<file path="src/rtl/timing_engine_fanout.sv">
// Radio power-up timing engine: waits for PLL lock, enables the masked
// channels together, then staggers each channel's receive enable.
module timing_engine_fanout #(
   parameter int unsigned NUM_CH  = 3,
   parameter int unsigned CNT_W   = 8,
   parameter int unsigned DLY_EN  = 4,
   parameter int unsigned DLY_RX  = 2,
   parameter int unsigned STAGGER = 3,
   parameter int unsigned PLL_TO  = 10,
   parameter logic        ISO_VAL = 1'b0
) (
   input  logic              ck,
   input  logic              arst,
   input  logic              start,
   input  logic              stop,
   input  logic              tArstFs,
   input  logic              pllSettled,
   input  logic [NUM_CH-1:0] chEn,
   input  logic [NUM_CH-1:0] isolate,
   output logic [NUM_CH-1:0] radioEnable,
   output logic [NUM_CH-1:0] radioRxEn,
   output logic              busy,
   output logic              pllTimeout
);

   localparam longint unsigned CntMaxVal = (64'd1 << CNT_W) - 64'd1;
   localparam longint unsigned RxLast    = 64'(DLY_RX) + 64'(NUM_CH - 1) * 64'(STAGGER);

   // Every programmed delay must be representable by the shared counter.
   if (NUM_CH < 1 || NUM_CH > 16 || CNT_W < 1 || CNT_W > 32 || DLY_EN < 1 ||
       PLL_TO < 1 || 64'(PLL_TO) > CntMaxVal || 64'(DLY_EN) > CntMaxVal ||
       RxLast > CntMaxVal) begin : g_param_check
      $error("timing_engine_fanout: CNT_W too small or parameter out of range");
   end

   localparam logic [CNT_W-1:0] CntMax  = '1;
   localparam logic [CNT_W-1:0] CntOne  = CNT_W'(1);
   localparam logic [CNT_W-1:0] PllLast = CNT_W'(PLL_TO - 1);
   localparam logic [CNT_W-1:0] EnLast  = CNT_W'(DLY_EN - 1);

   typedef enum logic [2:0] {
      StIdle,
      StWaitPll,
      StRamp,
      StEnabled,
      StActive
   } state_e;

   state_e            state_q, state_d;
   logic [CNT_W-1:0]  cnt_q, cnt_d;
   logic [NUM_CH-1:0] mask_q, mask_d;
   logic [NUM_CH-1:0] en_q, en_d;
   logic [NUM_CH-1:0] rx_q, rx_d;
   logic              to_q, to_d;

   logic [CNT_W-1:0]  cnt_sat;
   logic [NUM_CH-1:0] rx_due;
   logic [NUM_CH-1:0] rx_next;

   // State and datapath registers, cleared asynchronously.
   always_ff @(posedge ck or negedge arst) begin
      if (!arst) begin
         state_q <= StIdle;
         cnt_q   <= '0;
         mask_q  <= '0;
         en_q    <= '0;
         rx_q    <= '0;
         to_q    <= 1'b0;
      end else begin
         state_q <= state_d;
         cnt_q   <= cnt_d;
         mask_q  <= mask_d;
         en_q    <= en_d;
         rx_q    <= rx_d;
         to_q    <= to_d;
      end
   end

   // Next-state logic: clear/abort first, then the power-up sequence.
   always_comb begin
      state_d = state_q;
      cnt_d   = cnt_q;
      mask_d  = mask_q;
      en_d    = en_q;
      rx_d    = rx_q;
      to_d    = to_q;
      cnt_sat = (cnt_q == CntMax) ? cnt_q : cnt_q + CntOne;
      rx_due  = '0;
      // Channel i is due once the edge count since enable reaches its delay.
      for (int unsigned i = 0; i < NUM_CH; i++) begin
         if (cnt_sat >= CNT_W'(DLY_RX + i * STAGGER)) begin
            rx_due[i] = 1'b1;
         end
      end
      rx_next = rx_q | (rx_due & mask_q);

      if (tArstFs) begin
         state_d = StIdle;
         cnt_d   = '0;
         en_d    = '0;
         rx_d    = '0;
         to_d    = 1'b0;
      end else if (stop) begin
         state_d = StIdle;
         cnt_d   = '0;
         en_d    = '0;
         rx_d    = '0;
      end else begin
         unique case (state_q)
            StIdle: begin
               if (start) begin
                  state_d = StWaitPll;
                  mask_d  = chEn;
                  cnt_d   = '0;
               end
            end
            StWaitPll: begin
               if (pllSettled) begin
                  state_d = StRamp;
                  cnt_d   = '0;
               end else if (cnt_q >= PllLast) begin
                  state_d = StIdle;
                  cnt_d   = '0;
                  to_d    = 1'b1;
               end else begin
                  cnt_d = cnt_sat;
               end
            end
            StRamp: begin
               if (cnt_q >= EnLast) begin
                  cnt_d   = '0;
                  en_d    = mask_q;
                  state_d = (mask_q == '0) ? StActive : StEnabled;
               end else begin
                  cnt_d = cnt_sat;
               end
            end
            StEnabled: begin
               cnt_d = cnt_sat;
               rx_d  = rx_next;
               if ((rx_next & mask_q) == mask_q) begin
                  state_d = StActive;
               end
            end
            StActive: begin
               state_d = StActive;
            end
            default: begin
               state_d = StIdle;
            end
         endcase
      end
   end

   // Isolation clamps the pins only; the registered state is untouched.
   assign radioEnable = (en_q & ~isolate) | ({NUM_CH{ISO_VAL}} & isolate);
   assign radioRxEn   = (rx_q & ~isolate) | ({NUM_CH{ISO_VAL}} & isolate);
   assign busy        = (state_q != StIdle);
   assign pllTimeout  = to_q;

endmodule

</file>
<file path="config.mk">
export PLATFORM = sky130hd
export DESIGN_NAME = timing_engine_fanout
export DESIGN_NICKNAME = d
export VERILOG_FILES = /design/src/rtl/timing_engine_fanout.sv
export SDC_FILE = /design/constraint.sdc
export NUM_CORES = 1
export LEC_CHECK = 0
export ABC_AREA = 1
export BUFFER_PORTS_ARGS = -buffer_cell sky130_fd_sc_hd__buf_2
export CORE_MARGIN = 1
export CORE_UTILIZATION = 50
export CTS_CLUSTER_SIZE = 12
export DETAILED_ROUTE_END_ITERATION = 10
export PLACE_DENSITY = 0.71
export SYNTH_ARGS = -nofsm -noshare
export SYNTH_HDL_FRONTEND = slang
export SYNTH_SLANG_ARGS = --single-unit
</file>
<file path="constraint.sdc">
create_clock -name ck -period 4.3 [get_ports ck]
set_clock_uncertainty 0.1 [all_clocks]
set_input_delay 0.215 -clock ck [delete_from_list [all_inputs] [get_ports ck]]
set_output_delay 0.215 -clock ck [all_outputs]
set_load 0.01 [all_outputs]
</file>
==> out/qor.yml, run 1 <==
status: "complete, no violations"
cts_tree: "done"
rows: 18
coreArea_sq_um: 2540
htreeDepth: 1
crit_path_start_kind: "register"
syn_to_final_growth_pct: 12.4
min-delay-path-class: "input pin to register"
antenna_left: 0
final_util_pct: 61.3
root_buffer: "clkbuf_4"
cts_setup_buffers: 0
seqPwrFrac_pct: 58.5
grt_pass1_vias: 1095
avgSynthCellArea_sq_um: 7.19
tns_ps: 0
switching_share_pct: 28.7
p_switching_uw: 103
vias_per_cell: 5.23
ys_warn_count: 0
multi_input_comb_area_sq_um: 723
ys_seq_elements: 21
yosys-top-cells-area: "dfrtp_1 38%, nand2_1 11%, inv_1 8.9%"
drtIter0Drc: 50
chipHeight_microns: 54.7
clk_pin_slew_worst_paths_ps: 120
slew_viol_final: 0
pwr-share-clk_pct: 28.2
ys_types: 24
ys_seq_area_share_pct: 37.9
p_int_uw: 256
setup_violations: 0
path_class: "register to register"
vdd_drop_max_uv: 204
netlist_area_sq_um: 1390
die_area_sq_um: 2990
rsz0062_at_grt: "false"
fillers: 242
grt_usage_pct: 22.3
period_minus_slack_ps: 2090
pre_cts_ws_ps: 2240
syn_inst: 193
power_uw: 359
wl_per_cell_microns: 11.9
cts_buffer_depth: 2
cts_resized: 0
fin_ws_ps: 2210
post-dp-hpwl_mm: 2.26
die_width_microns: 54.7
power.leakage_nw: 0.860
tightest_slew_ps: 754
antenna_found_initial: 0
p_per_area_nw_per_um2: 230
antenna_cells: 0
slew_headroom_pct: 49.4
drive_gt1_share_pct: 21.7
final_hold_viol_count: 0
vias: 1293
synth_top_area_share_pct: 37.9
crit_fanout: 8
routed_wl_mm: 2.94
maxCapViolations: 0
seq_area_sq_um: 526
dr.pass1.iters: 4
crit_required_ps: 4470
final_cells: 247
port_buffers: 19
fmax_mhz: 478
route.detailed.drc: 0
final_nets: 233
io_pins: 20
dp_cells: 241
yosysTopAreaCell: "dfrtp_1"
power_frac_comb_pct: 13.3
syn_nets: 208
cts_num_sinks: 21
grt_pass1_wl_mm: 4.71
crit_arrival_ps: 2260
fin_crit_sh_pct: 48.6
initial_utilization_pct: 54.5
globalplace.congestion: 0.830
end_kind: "register"
overflow: 0
grt_max_degree: 22
numCtsBuffers: 3
clk_latency_ps: 320
cell type report:
class / instances / area share [%]
Tap cell: 30 / 2.41
Sequential cell: 21 / 33.7
Clock inverter: 1 / 0.321
Timing Repair Buffer: 21 / 7.38
Inverter: 35 / 8.42
Multi-Input combinational cell: 136 / 46.4
Clock buffer: 3 / 1.44
kinds of logic after synthesis:
group                      after synthesis  synth area share [%]
AOI/OAI and AO/OA                       26                  11.1
DFF                                     21                  37.9
adders and majority gates                3                  2.71
and+or+nand+nor                        107                  38.3
buffers and inverters                   36                  10.0
registers in the layout, indices dropped and copies added (netlist names):
signal,count
cnt_q,8
en_q,3
mask_q,3
pllTimeout,1
rx_q,3
state_q,3
synth_stat cells, drive strengths merged:
cell type,number
nand2,48
inv,35
nor2,29
dfrtp,21
nand3,18
o22ai,11
a21oi,9
nor3,7
nand4,4
o21ai,4
ha,3
a21o,1
buf,1
o32ai,1
or2,1
power by group through the flow:
stage / Combinational, mW / Clock, mW / Sequential, mW
finish: 0.0477 / 0.101 / 0.210
CTS: 0.0481 / 0.106 / 0.210
detailed placement: 0.0465 / 0 / 0.214
global placement: 0.0461 / 0 / 0.214
global route: 0.0552 / 0.112 / 0.212
floorplan: 0.0296 / 0 / 0.213
worst max-delay path, stage by stage (launching register included):
cell     delay [ps]
dfrtp_1         480
ha_1            270
nand2_2         140
nor2_8           60
nand2_4         110
nand2_1          90
inv_1           110
nand2_1          70
nor2_2          100
nand3_1         100
nand3_2          90
nand2_2          70
nand2_2         110
nand3_1          60
nand2_1          70
final timing paths:
kind / from / endpoint / slack [ps] / cells after the start
worst max-delay path: cnt_q[0]$_DFFE_PN0P_ / state_q[0]$_DFFE_PN0P_ / 2210 / 14
worst min-delay path: chEn[0] / mask_q[0]$_DFFE_PN0P_ / 30 / 3
worst max register to register: cnt_q[0]$_DFFE_PN0P_ / state_q[0]$_DFFE_PN0P_ / 2210 / 14
worst min register to register: pllTimeout$_DFFE_PN0P_ / pllTimeout$_DFFE_PN0P_ / 430 / 2
max in group asynchronous: arst / en_q[2]$_DFFE_PN0P_ / 3490 / 2
min in group asynchronous: arst / cnt_q[4]$_DFFE_PN0P_ / 270 / 2
placed cells by master (no fill, tap or decap), types with 5 or more instances in the layout:
| master | n |
|---|---|
| nand2_1 | 39 |
| inv_1 | 33 |
| nor2_1 | 21 |
| dfrtp_1 | 21 |
| buf_2 | 19 |
| nand3_1 | 15 |
| o22ai_1 | 11 |
| a21oi_1 | 8 |
| nand2_2 | 8 |
| nor3_1 | 7 |
| nor2_2 | 5 |
per-layer routing:
layer / track usage [%] / vias to the layer above / wire length [microns]
li1: - / 668 / -
met1: 31.2 / 592 / 1480
met2: 34.5 / 28 / 1310
met3: 2.50 / 5 / 107
met4: 8.97 / 0 / 48
met5: 0 / - / 0
stage by stage:
| step | hold slack (ps) | cell area [sq um] |
|---|---|---|
| 6_report | 28.9 | 1560 |
| 5_1_grt | 32.4 | 1560 |
| 4_1_cts | 21.3 | 1560 |
| 3_5_place_dp | 107 | 1510 |
| 3_3_place_gp | 104 | 1510 |
| 2_1_floorplan | -181 | 1390 |
what timing repair did:
item,in CTS,in global routing
endpoints found under the setup margin,0,0
hold buffers,2,0
endpoints found under the hold margin,22,0
Note: power is estimated with default switching activity, not from simulation.
==> run 2: changes to the inputs <==
- clock period: 4.3 -> 2.1 ns (I/O delays scaled with it)
==> out/qor.yml, run 2 (synthesis gave the netlist of run 1 again) <==
postLayoutCellArea_sq_um: 1740  # +12%
coreArea_sq_um: 2540  # unchanged
final_common_cell: "nand2_1"
initial_utilization_pct: 54.5  # unchanged
period_minus_slack_ps: 1990  # -96.0 ps
path_class: "register to register"
cts_buffer_depth: 2  # unchanged
top_register: "cnt_q"
tightest_slew_ps: 491  # -263 ps
pwr-share-clk_pct: 27.4  # -0.8 points
vdd_drop_max_uv: 410  # +100%
tns_ps: 0  # unchanged
cp_common_cell: "nand2_1"
p_int_uw: 534  # +110%
die_width_microns: 54.7  # unchanged
power.leakage_nw: 0.940  # +9.2%
routed_wl_mm: 3.38  # +15%
rows: 18  # unchanged
fillers: 216  # -11%
seqPwrFrac_pct: 57.4  # -1.1 points
wl_per_cell_microns: 13.1  # +10%
crit_required_ps: 2260  # -2210 ps
grt_max_degree: 22  # unchanged
maxCapViolations: 0  # unchanged
fmax_mhz: 501  # +4.8%
fin_ws_ps: 106  # -2100 ps
p_switching_uw: 221  # +110%
dr.pass1.iters: 4  # unchanged
grt_usage_pct: 23.9  # +1.6 points
power_frac_comb_pct: 15.2  # +1.9 points
vias_per_cell: 5.43  # +3.8%
slew_viol_final: 0  # unchanged
grt_pass1_wl_mm: 5.04  # +7.1%
globalplace.congestion: 0.815  # -1.8%
io_pins: 20  # unchanged
drive_gt1_share_pct: 31.1  # +9.5 points
final_util_pct: 68.4  # +7.1 points
grt_pass1_vias: 1184  # +8.1%
syn_to_final_growth_pct: 25.4
slew_headroom_pct: 67.3  # +18 points
antenna_found_initial: 0  # unchanged
switching_share_pct: 29.2  # +0.54 points
overflow: 0  # unchanged
min-delay-path-class: "input pin to register"
layout_common_cells: "36 x nand2_1, 32 x inv_1, 21 x nor2_1"
numCtsBuffers: 3  # unchanged
route.detailed.drc: 0  # unchanged
antenna_cells: 0  # unchanged
fin_crit_sh_pct: 95.0  # +46 points
chipHeight_microns: 54.7  # unchanged
root_buffer: "clkbuf_4"
max_stage_delay_ps: 470  # about the same
crit_fanout: 3  # -5
crit_path_start_kind: "register"
placed_cell_area_sq_um: 1550  # +2.5%
cpMaxStageDelayCell: "dfrtp_2"
setup_violations: 0  # unchanged
port_buffers: 19  # unchanged
final_nets: 244  # +4.7%
crit_path_cell_trace: "buf_4 -> inv_1 -> ha_1 -> nand2_1 -> o21ai_0 -> nand2_1 -> o32ai_2 -> nor2_1 -> nand2_2 -> nand3_1 -> nand2_1"
p_per_area_nw_per_um2: 434  # +88%
die_area_sq_um: 2990  # unchanged
crit_arrival_ps: 2150  # -110 ps
post-dp-hpwl_mm: 2.38  # +5.4%
final_hold_viol_count: 0  # unchanged
drtIter0Drc: 21  # -58%
antenna_left: 0  # unchanged
end_kind: "register"
pre_cts_ws_ps: 63.5  # -2180 ps
holdWs_ps: 12.4  # -16.6 ps
largest_reg_flops: 8  # unchanged
status: "complete, no violations"
vias: 1402  # +8.4%
clk_latency_ps: 310  # about the same
htreeDepth: 1  # unchanged
cts_tree: "done"
clk_pin_slew_worst_paths_ps: 130  # about the same
cts_num_sinks: 21  # unchanged
run 2: cell types whose count changed in the layout (fill, tap and decap cells not counted), moves of 3 or more:
cell and delta:
dlygate4sd3_1 +3, nand3_2 +6, nand2_1 -3, nand3_1 -7, buf_4 +7
run 2: path summary, 6_finish.rpt:
path | startpoint | endpoint | slack (ps) | cells after the start
setup / recovery | cnt_q[0]$_DFFE_PN0P_ | state_q[0]$_DFFE_PN0P_ | 110 | 11
hold / removal | stop | pllTimeout$_DFFE_PN0P_ | 10 | 4
setup reg to reg | cnt_q[0]$_DFFE_PN0P_ | state_q[0]$_DFFE_PN0P_ | 110 | 11
hold reg to reg | pllTimeout$_DFFE_PN0P_ | pllTimeout$_DFFE_PN0P_ | 420 | 2
max in group asynchronous | arst | cnt_q[0]$_DFFE_PN0P_ | 1370 | 2
min in group asynchronous | arst | cnt_q[6]$_DFFE_PN0P_ | 160 | 2
run 2: stage by stage:
step                      std cells  power, mW
after global routing            258      0.791
after detailed placement        246      0.537
after CTS                       255      0.749
final                           258      0.755
after global placement          246      0.536
after floorplan                 193      0.496
run 2: routing by layer:
layer / global-route usage [%] / share of wire, % / up-vias
met5: 0 / 0 / -
met4: 6.41 / 0.80 / 0
li1: - / - / 692
met2: 39.8 / 48 / 44
met3: 2.78 / 5.4 / 4
met1: 32.3 / 45 / 662
run 2: power groups by stage:
| stage | Sequential, mW | Clock [mW] | Combinational [mW] |
|---|---|---|---|
| 6_report | 0.433 | 0.207 | 0.115 |
| 5_1_grt | 0.435 | 0.227 | 0.128 |
| 4_1_cts | 0.431 | 0.211 | 0.106 |
| 3_5_place_dp | 0.439 | 0 | 0.0987 |
| 3_3_place_gp | 0.439 | 0 | 0.0976 |
| 2_1_floorplan | 0.435 | 0 | 0.0606 |
run 2: cell type report:
type	instances	area, sq um	share of cell area (%)
Clock buffer	3	22.5	1.29
Clock inverter	1	5.00	0.288
Inverter	35	131	7.55
Multi-Input combinational cell	136	807	46.4
Sequential cell	21	528	30.3
Tap cell	30	37.5	2.16
Timing Repair Buffer	32	209	12.0
run 2: worst max-delay path: cells and delay by family, from the launching register on:
kind                       cells  cell delay [ps]
buffers and inverters          2              220
and+or+nand+nor                6              540
AOI/OAI and AO/OA              2              470
DFF                            1              470
adders and majority gates      1              140
run 2: what timing repair did:
item,4_1_cts,5_1_grt
hold endpoints to repair,25,0
gates resized for setup,0,21
hold buffers,5,0
setup buffers,0,3
setup endpoints to repair,0,11
